## src/rtl/pc_sequencer.sv

```systemverilog
// pc_sequencer: PC / IF-ID / ID-EX pipeline control sequencer.
// Handles halt, memory wait (with timeout), branch/jump redirects and load-use stalls.
// Ports:
//   clk, rst (sync, active-high)
//   halt, mem_busy, branch_taken/branch_target, jump_id/jump_target, load_use
//   pc_enable, pc_jump, pc_jump_address, ifid_enable, ifid_flush, idex_flush
//   halted, timeout_err (sticky), stall_count (saturating load-use stall count)
module pc_sequencer #(
    parameter int N       = 32,
    parameter int TIMEOUT = 64
) (
    input  logic         clk,
    input  logic         rst,
    input  logic         halt,
    input  logic         mem_busy,
    input  logic         branch_taken,
    input  logic [N-1:0] branch_target,
    input  logic         jump_id,
    input  logic [N-1:0] jump_target,
    input  logic         load_use,
    output logic         pc_enable,
    output logic         pc_jump,
    output logic [N-1:0] pc_jump_address,
    output logic         ifid_enable,
    output logic         ifid_flush,
    output logic         idex_flush,
    output logic         halted,
    output logic         timeout_err,
    output logic [15:0]  stall_count
);

    typedef enum logic [1:0] {
        RUN,
        REDIRECT,
        MEMWAIT,
        HALTED
    } state_t;

    localparam logic [6:0] WAIT_LIMIT = 7'(TIMEOUT);

    state_t        state, state_n;
    logic [N-1:0]  tgt, tgt_n;
    logic          kind_br, kind_br_n;
    logic          pend, pend_n;
    logic [6:0]    wait_cnt, wait_cnt_n;
    logic          timeout_n;
    logic [15:0]   stall_n;

    always_ff @(posedge clk) begin
        if (rst) begin
            state       <= RUN;
            tgt         <= '0;
            kind_br     <= 1'b0;
            pend        <= 1'b0;
            wait_cnt    <= '0;
            timeout_err <= 1'b0;
            stall_count <= '0;
        end else begin
            state       <= state_n;
            tgt         <= tgt_n;
            kind_br     <= kind_br_n;
            pend        <= pend_n;
            wait_cnt    <= wait_cnt_n;
            timeout_err <= timeout_n;
            stall_count <= stall_n;
        end
    end

    always_comb begin
        state_n     = state;
        tgt_n       = tgt;
        kind_br_n   = kind_br;
        pend_n      = pend;
        wait_cnt_n  = wait_cnt;
        timeout_n   = timeout_err;
        stall_n     = stall_count;
        pc_enable   = 1'b0;
        pc_jump     = 1'b0;
        ifid_enable = 1'b0;
        ifid_flush  = 1'b0;
        idex_flush  = 1'b0;

        unique case (state)
            RUN: begin
                if (halt) begin
                    state_n = HALTED;
                end else if (mem_busy) begin
                    state_n    = MEMWAIT;
                    wait_cnt_n = '0;
                    // A redirect arriving with the stall is kept for later.
                    if (branch_taken) begin
                        tgt_n     = branch_target;
                        kind_br_n = 1'b1;
                        pend_n    = 1'b1;
                    end else if (jump_id) begin
                        tgt_n     = jump_target;
                        kind_br_n = 1'b0;
                        pend_n    = 1'b1;
                    end
                end else if (branch_taken) begin
                    tgt_n     = branch_target;
                    kind_br_n = 1'b1;
                    state_n   = REDIRECT;
                end else if (jump_id) begin
                    tgt_n     = jump_target;
                    kind_br_n = 1'b0;
                    state_n   = REDIRECT;
                end else if (load_use) begin
                    idex_flush = 1'b1;
                    if (stall_count != 16'hFFFF) begin
                        stall_n = stall_count + 16'd1;
                    end
                end else begin
                    pc_enable   = 1'b1;
                    ifid_enable = 1'b1;
                end
            end

            REDIRECT: begin
                pc_enable  = 1'b1;
                pc_jump    = 1'b1;
                ifid_flush = 1'b1;
                idex_flush = kind_br;
                state_n    = halt ? HALTED : RUN;
            end

            MEMWAIT: begin
                // First event wins, except a branch replaces a pending jump.
                if (branch_taken && !(pend && kind_br)) begin
                    tgt_n     = branch_target;
                    kind_br_n = 1'b1;
                    pend_n    = 1'b1;
                end else if (jump_id && !pend) begin
                    tgt_n     = jump_target;
                    kind_br_n = 1'b0;
                    pend_n    = 1'b1;
                end
                if (!mem_busy) begin
                    state_n    = pend_n ? REDIRECT : RUN;
                    pend_n     = 1'b0;
                    wait_cnt_n = '0;
                end else begin
                    wait_cnt_n = wait_cnt + 7'd1;
                    if (wait_cnt_n >= WAIT_LIMIT) begin
                        timeout_n = 1'b1;
                        state_n   = HALTED;
                    end
                end
            end

            HALTED: begin
            end

            default: begin
                state_n = RUN;
            end
        endcase
    end

    assign pc_jump_address = tgt;
    assign halted          = (state == HALTED);

endmodule

```

## config.mk

```make
export PLATFORM = sky130hd
export DESIGN_NAME = pc_sequencer
export DESIGN_NICKNAME = d
export VERILOG_FILES = /design/src/rtl/pc_sequencer.sv
export SDC_FILE = /design/constraint.sdc
export NUM_CORES = 1
export LEC_CHECK = 0
export ABC_CLOCK_PERIOD_IN_PS = 2000
export BUFFER_PORTS_ARGS = -buffer_cell sky130_fd_sc_hd__buf_2
export CORE_UTILIZATION = 44
export CTS_CLUSTER_DIAMETER = 60
export DETAILED_ROUTE_END_ITERATION = 10
export PLACE_DENSITY = 0.86
export SLEW_MARGIN = 0
export SYNTH_ARGS = -nofsm -noshare
export SYNTH_HDL_FRONTEND = slang
export SYNTH_SLANG_ARGS = --single-unit
export TNS_END_PERCENT = 50
```

## constraint.sdc

```tcl
create_clock -name clk -period 2 [get_ports clk]
set_input_delay 0.3 -clock clk [delete_from_list [all_inputs] [get_ports clk]]
set_output_delay 0.3 -clock clk [all_outputs]
set_load 0.005 [all_outputs]
```

==> After elaboration in Yosys (flattened, before gate mapping) <==
Index checks and enable logic that the tools add are counted.
{ "classes": {"add_sub_neg": 2, "mul": 0, "n_div": 0, "n_lt_le_gt_ge": 1, "eq_ne": 10, "shifts": 0, "muxes": 48, "bitwise": 4, "reduce_logical": 14} }
{ "ops": {"columns": ["operator", "count"], "rows": [
  ["32-bit two-way mux", 5],
  ["32-bit one-hot mux with 2 select lines", 1],
  ["1-bit two-way mux", 26],
  ["7-bit two-way mux", 3],
  ["16-bit by 1-bit adder with 16-bit output (second input constant)", 1],
  ["16-bit inequality test (second input constant)", 1],
  ["2-bit two-way mux", 7],
  ["7-bit one-hot mux with 2 select lines", 1],
  ["3-bit inequality test (second input constant)", 3],
  ["3-bit AND reduction", 3],
  ["1-bit one-hot mux with 2 select lines", 4],
  ["4-bit AND reduction", 2],
  ["7-bit by 1-bit adder with 7-bit output (second input constant)", 1],
  ["7-bit greater-or-equal comparator (second input constant)", 1],
  ["7-bit AND reduction", 1],
  ["2-bit one-hot mux with 3 select lines", 1],
  ["5-bit inequality test (second input constant)", 1],
  ["2-bit equality test (second input constant)", 2],
  ["2-bit inequality test (second input constant)", 2],
  ["1-bit NOT", 4],
  ["1-bit logical AND", 3],
  ["3-bit nonzero test", 1],
  ["2-bit by 1-bit equality test with 1-bit output (second input constant)", 1],
  ["1-bit logical NOT", 2],
  ["other kinds (2)", 2]
]} }
{ "totals": {"ff_bits": 60, "latch_bits": 0, "mem_bits_rw": 0, "rom_bits": 0, "input_bits": 71, "output_inout_bits": 55, "word_cells": 86, "n_memories": 0} }

==> Depth between registers and ports, before layout <==
{ "logic_depth": {"ltp_word": 8, "ltp_mapped": 9, "depth_no_buf": 6} }

==> Worst setup path before layout <==
OpenSTA, ideal clock, no wires.
{ "synth_timing": {"path_type": "register to register", "startpoint": "register state[0]", "endpoint": "register stall_count[3]", "setup_time_ns": 0.070, "arrival_time_ns": 2.044, "t_required_ns": 1.930, "slack_ns": -0.114, "stages_incl_launch_ff": 8, "n_path_buf": 1, "period_less_slack_ns": 2.114, "path_cell_list": "dfxtp_1 > inv_1 > ha_1 > or4b_1 > or2_1 > buf_2 > or4_1 > a21oi_1"} }
{ "synth_via": {"elab_chain_cells": 2} }
{ "synth_rtl": {"columns": ["element", "line_no", "text"], "rows": [
  ["start, declared", "41", "state_t state, state_n;"],
  ["start signal, assigned", "59", "state <= state_n;"],
  ["2-bit logical NOT", "83", "unique case (state)"],
  ["7-bit AND reduction (no line)", null, null],
  ["end signal, assigned", "65", "stall_count <= stall_n;"],
  ["end, declared", "29", "output logic [15:0] stall_count"]
]} }
Every way passes these cells.
A chain may end at the register's enable or synchronous reset.

==> Worst setup path after layout <==
{ "layout_timing": {"startpoint": "register state[1]", "endpoint": "register stall_count[7]"} }
The elaborated chain is that of the path after synthesis.

==> run_results.csv <==
group,metric,value,unit
pwr,power_switching,1.51,mW
placement,gp_congestion,0.854,
sta,period_minus_slack,1960,ps
run_status,status,"finished clean",
critical_path,crit_family,"simple AND/OR/NAND/NOR gates",
yosys,syn_inst,383,
pwr,sw_frac_of_total,33.9,%
layout,area_delta_synth_final,36.0,%
placement,pre_cts_slack,-42.1,ps
pwr,p_comb_share,38.4,%
clocking,clock_insertion_delay_worst_skew,340,ps
pwr,leakage,1.83,nW
sta,final-hold-violation-count,0,
clocking,htree_levels,3,
global_routing,grt_max_degree,67,
layout,num-fill-cells,585,
yosys,ys_seq_area_share,39.3,%
clocking,clkSlewWorstSetupHoldPaths,70,ps
pwr,p_int,2.94,mW
floorplanning,die_y,85.4,um
yosys,ys.flop_type,"dfxtp_1",
clocking,cts_made_buffers,9,
floorplanning,ioPinCount,126,
placement,postPlaceCellArea,3900,um2
hold_path,hold_class,"in -> reg",
layout,antennaDiodeCount,0,
clocking,hold_buffers,0,
floorplanning,die_area,7280,um2
yosys,synth-seq-cells,60,
layout,final_cell_area,4160,um2
critical_path,worst-path-buf-inv,1,
placement,dpl.cell_count,582,
global_routing,grt_overflow_total,0,
route,drc,0,
sta,maxSlewViolCount,0,
sta,fmax,511,MHz
critical_path,r2r_cells,6,
floorplanning,row_count,30,
yosys,synth_edf_count,0,
sta,fin_skew,10.7,ps
clocking,cts_max_path_buffers,2,
pwr,ir_drop,0.704,mV
clocking,cts.sink_count,60,
route,dr_total_vias,3476,
critical_path,cp_slowest_cell,"or4_1",
sta,setup_viol_count_final,0,
sta,rsz0062_at_grt,"true",
floorplanning,core_area,6760,um2
layout,drive_above_1_share,35.4,%
hold_path,holdPathStages,3,
floorplanning,initial_utilization,45.2,%
clocking,clockRootBuffer,"clkbuf_8",
route,dr.pass1.iters,4,
pwr,power_frac_seq,36.6,%
placement,numPortBuffers,125,
route,drt-initial-drc-count,155,
global_routing,antenna_found_initial,0,
critical_path,crit_arrival,2230,ps
pwr,pwr-share-clk,25.0,%
placement,hpwl,5910,um
clocking,tritoncts,"done",
global_routing,grt_pass1_vias,3081,
route,finalWirelength,8610,um
yosys,netlist_area,3060,um2
global_routing,grtUsageTotal,23.5,%
route,ant_nets,0,
layout,final_util,61.5,%
critical_path,crit_chain,"inv_2, ha_4, or4b_4, or2_4, or4_1, a21oi_1",
pwr,p_per_area,1070,nW/um2
sta,fin_crit_sh,97.8,%
yosys,ys_types,47,
global_routing,grt_first_pass_wirelength,13700,um
route,wire_per_inst,14.3,um
layout,seqCellArea,1200,um2
sta,tightest_slew,383,ps
critical_path,cp-end-kind,"flop",
critical_path,crit_type,"reg -> reg",
sta,setup_slack,43.0,ps
critical_path,crit_cells,6,
critical_path,required,2280,ps
floorplanning,die_w,85.4,um
layout,multi_input_area,1760,um2
layout,instances_no_fill,600,
layout,num-nets-final,594,
job,drv_cap,0,
yosys,async_flop_share,0,%
sta,maxSlewHeadroom,74.5,%
pwr,power.total,4.45,mW
yosys,synth_nets,461,
route,via_per_inst,5.79,
critical_path,cpPeakStageDelay,500,ps
critical_path,cp-start-kind,"flop",
critical_path,cp_max_fo,10,
yosys,synth_warnings,0,
yosys,avgSynthCellArea,7.98,um2
## layer usage
layer	part of all wire [%]	GRT usage (%)	up-vias
li1	-	-	1680
met1	44	28.8	1638
met2	47	38.8	142
met3	6.8	6.61	16
met4	2.3	9.85	0
met5	0	0	-
## repair_timing
item | CTS | global route
buffers inserted | 0 | 1
gates cloned | 0 | 2
pin swaps | 0 | 2
endpoints found under the setup margin | 3 | 38
resized for setup | 2 | 7
## kinds of logic (layout without fill, tap and decap cells)
kind of cell | Yosys count | count (layout) | synth area share, %
AOI/OAI and AO/OA | 80 | 80 | 19.8
xor gates and xnor gates | 5 | 5 | 1.43
adders and majority gates | 7 | 7 | 2.87
buffers and inverters | 36 | 173 | 4.95
DFF | 60 | 60 | 39.3
muxes | 5 | 5 | 1.80
and+or+nand+nor | 190 | 190 | 29.8
## cell usage after synthesis, types with 3 or more instances
cell      instances  area (um2)
o311ai_0          3        26.3
and2_1            3        18.8
clkbuf_1         20        75.1
a211oi_1          4        30.0
nand3_1          45         225
nand2b_1          5        31.3
a21o_1            3        22.5
nor3_1           10        50.1
buf_2             4        20.0
a21oi_1          16        80.1
inv_1             7        26.3
nor2_1           47         176
nor2b_1           5        31.3
a311oi_1         33         289
dfxtp_1          60        1200
o41ai_1           4        35.0
xnor2_1           5        43.8
nand4_1           5        31.3
a221oi_1          3        26.3
mux2_2            4        45.0
nand2_1          48         180
ha_1              7        87.6
a31oi_1           3        18.8
or4_1             4        30.0
o21ai_0           4        20.0
buf_1             3        11.3
## flip-flops by register name, summed over array words and instances, names as in the netlist
signal,cells
state,2
kind_br,1
stall_count,16
wait_cnt,7
pc_jump_address,32
pend,1
timeout_err,1
## power groups by stage
stage | combinational [mW] | sequential, mW | clock [mW]
CTS | 1.57 | 1.63 | 1.13
finish | 1.71 | 1.63 | 1.11
floorplan | 0.902 | 1.67 | 0
global route | 1.90 | 1.66 | 1.19
global placement | 1.52 | 1.64 | 0
detailed placement | 1.56 | 1.65 | 0
## per-stage QoR
step                TNS (ps)  hold WS, ps
global route            -223          219
global placement       -9.63          465
detailed placement      -102          463
CTS                        0          207
finish                     0          223
floorplan              -13.6          461
## tightest hold or removal path, stage by stage
cell	delay, ps
buf_2	90
nand2_1	40
a311oi_1	80
## final timing paths
| kind | start | to | slack, ps |
|---|---|---|---|
| worst min register to register | timeout_err | timeout_err | 480 |
| worst min-delay path | jump_target[19] | pc_jump_address[19] | 220 |
| worst max register to register | state[1] | stall_count[7] | 40 |
| worst max-delay path | state[1] | stall_count[7] | 40 |
## area by class of cell
type                       instances  share of cell area, %
clock buffer                      11                   3.64
sequential                        60                   29.0
clock inverter                     4                   1.17
timing repair buffer             151                   20.9
multi-input combinational        287                   42.3
inverter                           7                  0.632
tap                               80                   2.41
## layout by cell type, fill, tap and decap left out, types with 5 or more instances in the layout
| cell | Yosys | layout |
|---|---|---|
| buf_4 | 1 | 21 |
| nand3_1 | 45 | 45 |
| ha_1 | 7 | 5 |
| nand2_1 | 48 | 48 |
| nand4_1 | 5 | 5 |
| nor3_1 | 10 | 10 |
| inv_1 | 7 | 5 |
| xnor2_1 | 5 | 5 |
| nor2_1 | 47 | 47 |
| clkbuf_8 | 0 | 11 |
| buf_2 | 4 | 125 |
| nor2b_1 | 5 | 5 |
| a21oi_1 | 16 | 16 |
| a311oi_1 | 33 | 33 |
| dfxtp_1 | 60 | 58 |
Note: power is estimated with default switching activity, not from simulation.
